[src/rtl/pipeline_ctrl_pkg.sv]
// Shared types for the pipeline hazard controller and the stage wrappers.
// Holds the controller state encoding, the $zero register index and the control bundle.
package pipeline_ctrl_pkg;

  typedef enum logic [1:0] {
    RUN      = 2'd0,
    WAIT_MEM = 2'd1,
    ERROR    = 2'd2
  } ctrl_state_t;

  localparam logic [4:0] REG_ZERO = 5'd0;

  typedef struct packed {
    logic pc_write;
    logic if_id_write;
    logic if_id_flush;
    logic id_ex_bubble;
    logic ex_mem_flush;
    logic pipe_hold;
  } hazard_ctrl_t;

  // Canned control patterns, one per priority level.
  localparam hazard_ctrl_t CTRL_IDLE = '{
    pc_write: 1'b1, if_id_write: 1'b1, if_id_flush: 1'b0,
    id_ex_bubble: 1'b0, ex_mem_flush: 1'b0, pipe_hold: 1'b0
  };

  localparam hazard_ctrl_t CTRL_FREEZE = '{
    pc_write: 1'b0, if_id_write: 1'b0, if_id_flush: 1'b0,
    id_ex_bubble: 1'b0, ex_mem_flush: 1'b0, pipe_hold: 1'b1
  };

  localparam hazard_ctrl_t CTRL_FLUSH = '{
    pc_write: 1'b1, if_id_write: 1'b1, if_id_flush: 1'b1,
    id_ex_bubble: 1'b1, ex_mem_flush: 1'b1, pipe_hold: 1'b0
  };

  localparam hazard_ctrl_t CTRL_STALL = '{
    pc_write: 1'b0, if_id_write: 1'b0, if_id_flush: 1'b0,
    id_ex_bubble: 1'b1, ex_mem_flush: 1'b0, pipe_hold: 1'b0
  };

endpackage

[src/rtl/hazard_controller_sat_counter.sv]
// Saturating up-counter with synchronous active-low clear; holds at all-ones.
// Increment is visible the cycle after inc is sampled high.
module sat_counter #(
  parameter int unsigned W = 16
) (
  input  logic         clk,
  input  logic         clr_n,
  input  logic         inc,
  output logic [W-1:0] count
);

  logic [W-1:0] count_q, count_d;

  always_comb begin
    count_d = count_q;
    if (inc && (count_q != {W{1'b1}})) begin
      count_d = count_q + {{(W-1){1'b0}}, 1'b1};
    end
  end

  always_ff @(posedge clk) begin
    if (!clr_n) begin
      count_q <= '0;
    end else begin
      count_q <= count_d;
    end
  end

  assign count = count_q;

endmodule

[src/rtl/hazard_controller.sv]
// Stall/flush/freeze sequencer for the 5-stage pipeline with a data-memory watchdog.
// Controls are combinational from state and inputs; state, watchdog and counters are registered.
module hazard_controller
  import pipeline_ctrl_pkg::*;
#(
  parameter int unsigned TIMEOUT = 255,
  parameter int unsigned CNT_W   = 16
) (
  input  logic             clk,
  input  logic             reset,
  input  logic [4:0]       id_rs,
  input  logic [4:0]       id_rt,
  input  logic             id_uses_rt,
  input  logic             ex_mem_read,
  input  logic [4:0]       ex_rt,
  input  logic             mem_pcsrc,
  input  logic             dmem_req,
  input  logic             dmem_ready,
  output logic             pc_write,
  output logic             if_id_write,
  output logic             if_id_flush,
  output logic             id_ex_bubble,
  output logic             ex_mem_flush,
  output logic             pipe_hold,
  output logic             mem_timeout,
  output logic [CNT_W-1:0] stall_count,
  output logic [CNT_W-1:0] flush_count
);

  localparam logic [15:0] WAIT_LAST = 16'(TIMEOUT - 1);

  ctrl_state_t  state_q, state_d;
  logic [15:0]  wait_cnt_q, wait_cnt_d;
  logic         mem_timeout_q, mem_timeout_d;
  logic         mem_wait;
  logic         load_use;
  hazard_ctrl_t ctrl;

  assign mem_wait = dmem_req & ~dmem_ready;
  assign load_use = ex_mem_read & (ex_rt != REG_ZERO) &
                    ((ex_rt == id_rs) | (id_uses_rt & (ex_rt == id_rt)));

  // A branch flush wins over load-use: the stalled instruction is being squashed anyway.
  always_comb begin
    ctrl = CTRL_IDLE;
    if (reset) begin
      if (state_q == ERROR) begin
        ctrl = CTRL_FREEZE;
      end else if (mem_wait) begin
        ctrl = CTRL_FREEZE;
      end else if (mem_pcsrc) begin
        ctrl = CTRL_FLUSH;
      end else if (load_use) begin
        ctrl = CTRL_STALL;
      end
    end
  end

  always_comb begin
    state_d       = state_q;
    wait_cnt_d    = 16'd0;
    mem_timeout_d = mem_timeout_q;
    case (state_q)
      RUN, WAIT_MEM: begin
        if (mem_wait) begin
          if (wait_cnt_q == WAIT_LAST) begin
            state_d       = ERROR;
            mem_timeout_d = 1'b1;
          end else begin
            state_d    = WAIT_MEM;
            wait_cnt_d = wait_cnt_q + 16'd1;
          end
        end else begin
          state_d = RUN;
        end
      end
      ERROR: begin
        state_d       = ERROR;
        mem_timeout_d = 1'b1;
      end
      default: begin
        state_d = RUN;
      end
    endcase
  end

  always_ff @(posedge clk) begin
    if (!reset) begin
      state_q       <= RUN;
      wait_cnt_q    <= 16'd0;
      mem_timeout_q <= 1'b0;
    end else begin
      state_q       <= state_d;
      wait_cnt_q    <= wait_cnt_d;
      mem_timeout_q <= mem_timeout_d;
    end
  end

  sat_counter #(.W(CNT_W)) u_stall_cnt (
    .clk   (clk),
    .clr_n (reset),
    .inc   (~ctrl.pc_write),
    .count (stall_count)
  );

  sat_counter #(.W(CNT_W)) u_flush_cnt (
    .clk   (clk),
    .clr_n (reset),
    .inc   (ctrl.if_id_flush),
    .count (flush_count)
  );

  assign pc_write     = ctrl.pc_write;
  assign if_id_write  = ctrl.if_id_write;
  assign if_id_flush  = ctrl.if_id_flush;
  assign id_ex_bubble = ctrl.id_ex_bubble;
  assign ex_mem_flush = ctrl.ex_mem_flush;
  assign pipe_hold    = ctrl.pipe_hold;
  assign mem_timeout  = mem_timeout_q;

endmodule

[config.mk]
export PLATFORM = sky130hd
export DESIGN_NAME = hazard_controller
export DESIGN_NICKNAME = d
export VERILOG_FILES = /design/src/rtl/pipeline_ctrl_pkg.sv /design/src/rtl/hazard_controller_sat_counter.sv /design/src/rtl/hazard_controller.sv
export SDC_FILE = /design/constraint.sdc
export NUM_CORES = 1
export LEC_CHECK = 0
export BUFFER_PORTS_ARGS = -buffer_cell sky130_fd_sc_hd__buf_4
export CAP_MARGIN = 20
export CORE_ASPECT_RATIO = 1.25
export CORE_UTILIZATION = 31
export DETAILED_ROUTE_END_ITERATION = 7
export SETUP_SLACK_MARGIN = 0.4
export SYNTH_ARGS = -nofsm -noshare
export SYNTH_HDL_FRONTEND = slang
export SYNTH_SLANG_ARGS = --single-unit
[constraint.sdc]
create_clock -name clk -period 5.61 [get_ports clk]
set_input_delay 1.122 -clock clk [delete_from_list [all_inputs] [get_ports clk]]
set_output_delay 1.122 -clock clk [all_outputs]
set_load 0.05 [all_outputs]
==> impl_results.md <==
* Status: finished, final reports clean
* Total Wirelength at between 5 and 6 mm
* Postcts setup bufs at 0
* Final Hold Fails at 0
* CTS clk-pin slew, worst paths at about 0.090 ns
* Vias per inst at between 5 and 6
* Post-synthesis xor/xnor area fraction at 12.88%
* Ant diodes at 0
* Seq/Total Area, Yosys at a little over two fifths
* Nets at between 300 and 400
* Setup tns final at 0 ns
* Post-DP HPWL at between 4 and 5 mm
* Remaining DRCs at 0
* Power per standard cell area at approximately 220 mW/mm^2
* Final period util at 71.43%
* GRT overflow at 0
* Die Ht at slightly above 100 um
* LEAKAGE at between 1 and 1.5 nW
* GPL Wtd Cong at roughly 0.76
* Post-CTS sizing at 0
* Worst reg2reg endpoint: u_stall_cnt.count[3]
* FILL cells at 763
* Mux cell area share after synthesis at about 2.5%
* Initial antenna violation count at 0
* IO Port Bufs at 60
* Placement Rows at 35
* YS warnings at 0
* Synthesized cell area at 0.002449 mm^2
* Maximum number of pins on one net before global-route repair at 26
* Pre-antenna DRT Iters at 4
* Syn avg cell area at ~8.6 um^2
* Starting DRT DRC Count at between 70 and 80
* Die width at 81.49 um
* Ys async rst share at 0%
* RSZ-0062 raised after global routing: no
* Compound-Gate Fraction of Synth Area at 9.300%
* Synth Area in Adders at 2.044%
* CP startpoint: ex_rt[1]
* Worst hold path type: flop to flop
* VDD IR max at roughly 0.00011 V
* Setup-failing EPs final at 0
* Flop2flop setup slack at between 3 and 4 ns
* CP Data Arrival Time at between 2 and 3 ns
* F_max at about 250 MHz
* Drt wl/cell at ~13 um
* Max-cap violation count at 0
* Reg2reg start: u_stall_cnt.count[6]
* Clock skew at 0.008332 ns
* Combinational family with the most area after synthesis: simple AND/OR/NAND/NOR gates
* EDFF count, synth at 0
* Seq. cell area at a little over 0.001 mm^2
* H-Tree Depth at 2
* Maximum clock insertion buffer count at 2
* Commonest cells in the netlist: dfxtp_1 (51), nor2_1 (38), xor2_1 (26)
* Slew @ Worst Pin at roughly 0.76 ns
* Simple-gate portion of the synthesized area at 27.80%
* Hold Slack at 0.4733 ns
* Crit path to: if_id_write
* Worst Path Max Fanout at 18
* # hold bufs at CTS at 0
* Crit end category: output port
* Max_slew headroom at 48.98%
* Min Tclk post-route at around 4.0 ns
* Setup CP Type: input pin to output port
* Setup WS pre-CTS at between 1.5 and 2 ns
* Worst skew pair latency at roughly 0.3 ns
* CTS Buf Count at 5
* Library cells used by synthesis at 36
* R2R depth at 6
* Clk root buf: clkbuf_8
* WP data required at ~4.5 ns
* Cells after synthesis at 285
* Total number of vias at 2208
* Post-synth top area share at approximately two fifths
* Count leader, synth: dfxtp_1
* CP Launch Type: input pin
* Layout cell share with drive strength beyond 1 at a little over a fifth
* Total GRT Usage at between 10% and 20%
* ANT nets after route at 0
* CTS tree: yes
* First-pass GRT wire length at 9.252 mm
* Vias in the first global route at 2096
* Pins Over Slew Limit at 0
* Area Growth Syn to Fin at 26.21%
* Synthesized flop and latch total at 51
* Total die area at between 0.008 and 0.009 mm^2
* Starting density of the core at roughly 33%
* Worst Slack Setup Final at between 1.5 and 2 ns
* Largest cells by area after synthesis: dfxtp_1 (42%), xor2_1 (9.3%), nor2_1 (5.8%), nand3_1 (4.3%), xnor2_1 (3.6%)
* Synth Flop Type: dfxtp_1
* Area leader, netlist: dfxtp_1
* # IOs at just over 60
* Core area at about 0.0075 mm^2
* CTS sink count at between 50 and 60
* Syn Nets at 311
* Multi-input combinational cell area at 0.001334 mm^2
worst max-delay path, cell delays in order:
cell,delay (ns)
buf_4,0.13
or4_1,0.50
o21ai_0,0.24
o41a_1,0.58
buf_4,0.31
metal layers:
layer / vias up / share of wire, % / track usage (%)
li1: 1121 / - / -
met1: 1033 / 46 / 17.48
met2: 54 / 50 / 24.87
met3: 0 / 4.2 / 2.523
met4: 0 / 0 / 3.297
met5: - / 0 / 0
report_power, final:
| group | internal, W | switching, W | total (W) |
|---|---|---|---|
| logic | 0.0000228 | 0.0000361 | 0.0000589 |
| clock network | 0.000144 | 0.000117 | 0.000262 |
| registers | 0.000364 | 0.00000330 | 0.000367 |
flip-flops by register name, indices dropped and copies added (netlist names):
| register | cells |
|---|---|
| u_flush_cnt.count | 16 |
| state_q | 2 |
| mem_timeout | 1 |
| u_stall_cnt.count | 16 |
| wait_cnt_q | 16 |
per-stage QoR:
| step | power (W) | util (%) | std cells | instance area (um^2) |
|---|---|---|---|---|
| 2_1_floorplan | 0.0004095 | - | 285 | 2449 |
| 3_3_place_gp | 0.0004346 | 39.70 | 427 | 2973 |
| 3_5_place_dp | 0.0004356 | 39.70 | 427 | 2973 |
| 4_1_cts | 0.0006983 | 41.27 | 435 | 3090 |
| 5_1_grt | 0.0007147 | 41.27 | 435 | 3090 |
| 6_report | 0.0006878 | 41.27 | 435 | 3090 |
layout by cell type, fill, tap and decap left out, types with 6 or more instances in the layout:
cell / count
inv_1: 9
nand3_1: 21
a21oi_1: 12
buf_4: 62
nand2_1: 20
dfxtp_1: 51
mux2i_1: 6
and3_1: 8
clkbuf_8: 6
xnor2_1: 10
nand4_1: 9
nor3_1: 9
xor2_1: 26
or4_1: 10
o31ai_1: 6
nor2_1: 38
worst min-delay path by stage:
stage	from	end	slack [ns]	depth (start not counted)
detailed placement	mem_timeout	mem_timeout	0.46	1
global route	mem_timeout	mem_timeout	0.51	1
global placement	mem_timeout	mem_timeout	0.45	1
floorplan	wait_cnt_q[0]	wait_cnt_q[0]	0.44	1
CTS	mem_timeout	mem_timeout	0.48	1
finish	mem_timeout	mem_timeout	0.47	1
kinds of logic after synthesis:
logic type,after synthesis
xor gates and xnor gates,36
AOI/OAI and AO/OA,33
and+or+nand+nor,133
adders and majority gates,4
DFF,51
muxes,6
buffers and inverters,22
final cells by class:
type	count	area share, %
well taps	92	3.725
inverters	10	1.215
clock buffers	6	2.672
multi-input cells	212	43.16
flip-flops and latches	51	33.04
repair buffers	62	15.06
clock inverters	2	1.134
(Power assumes the default switching activity.)
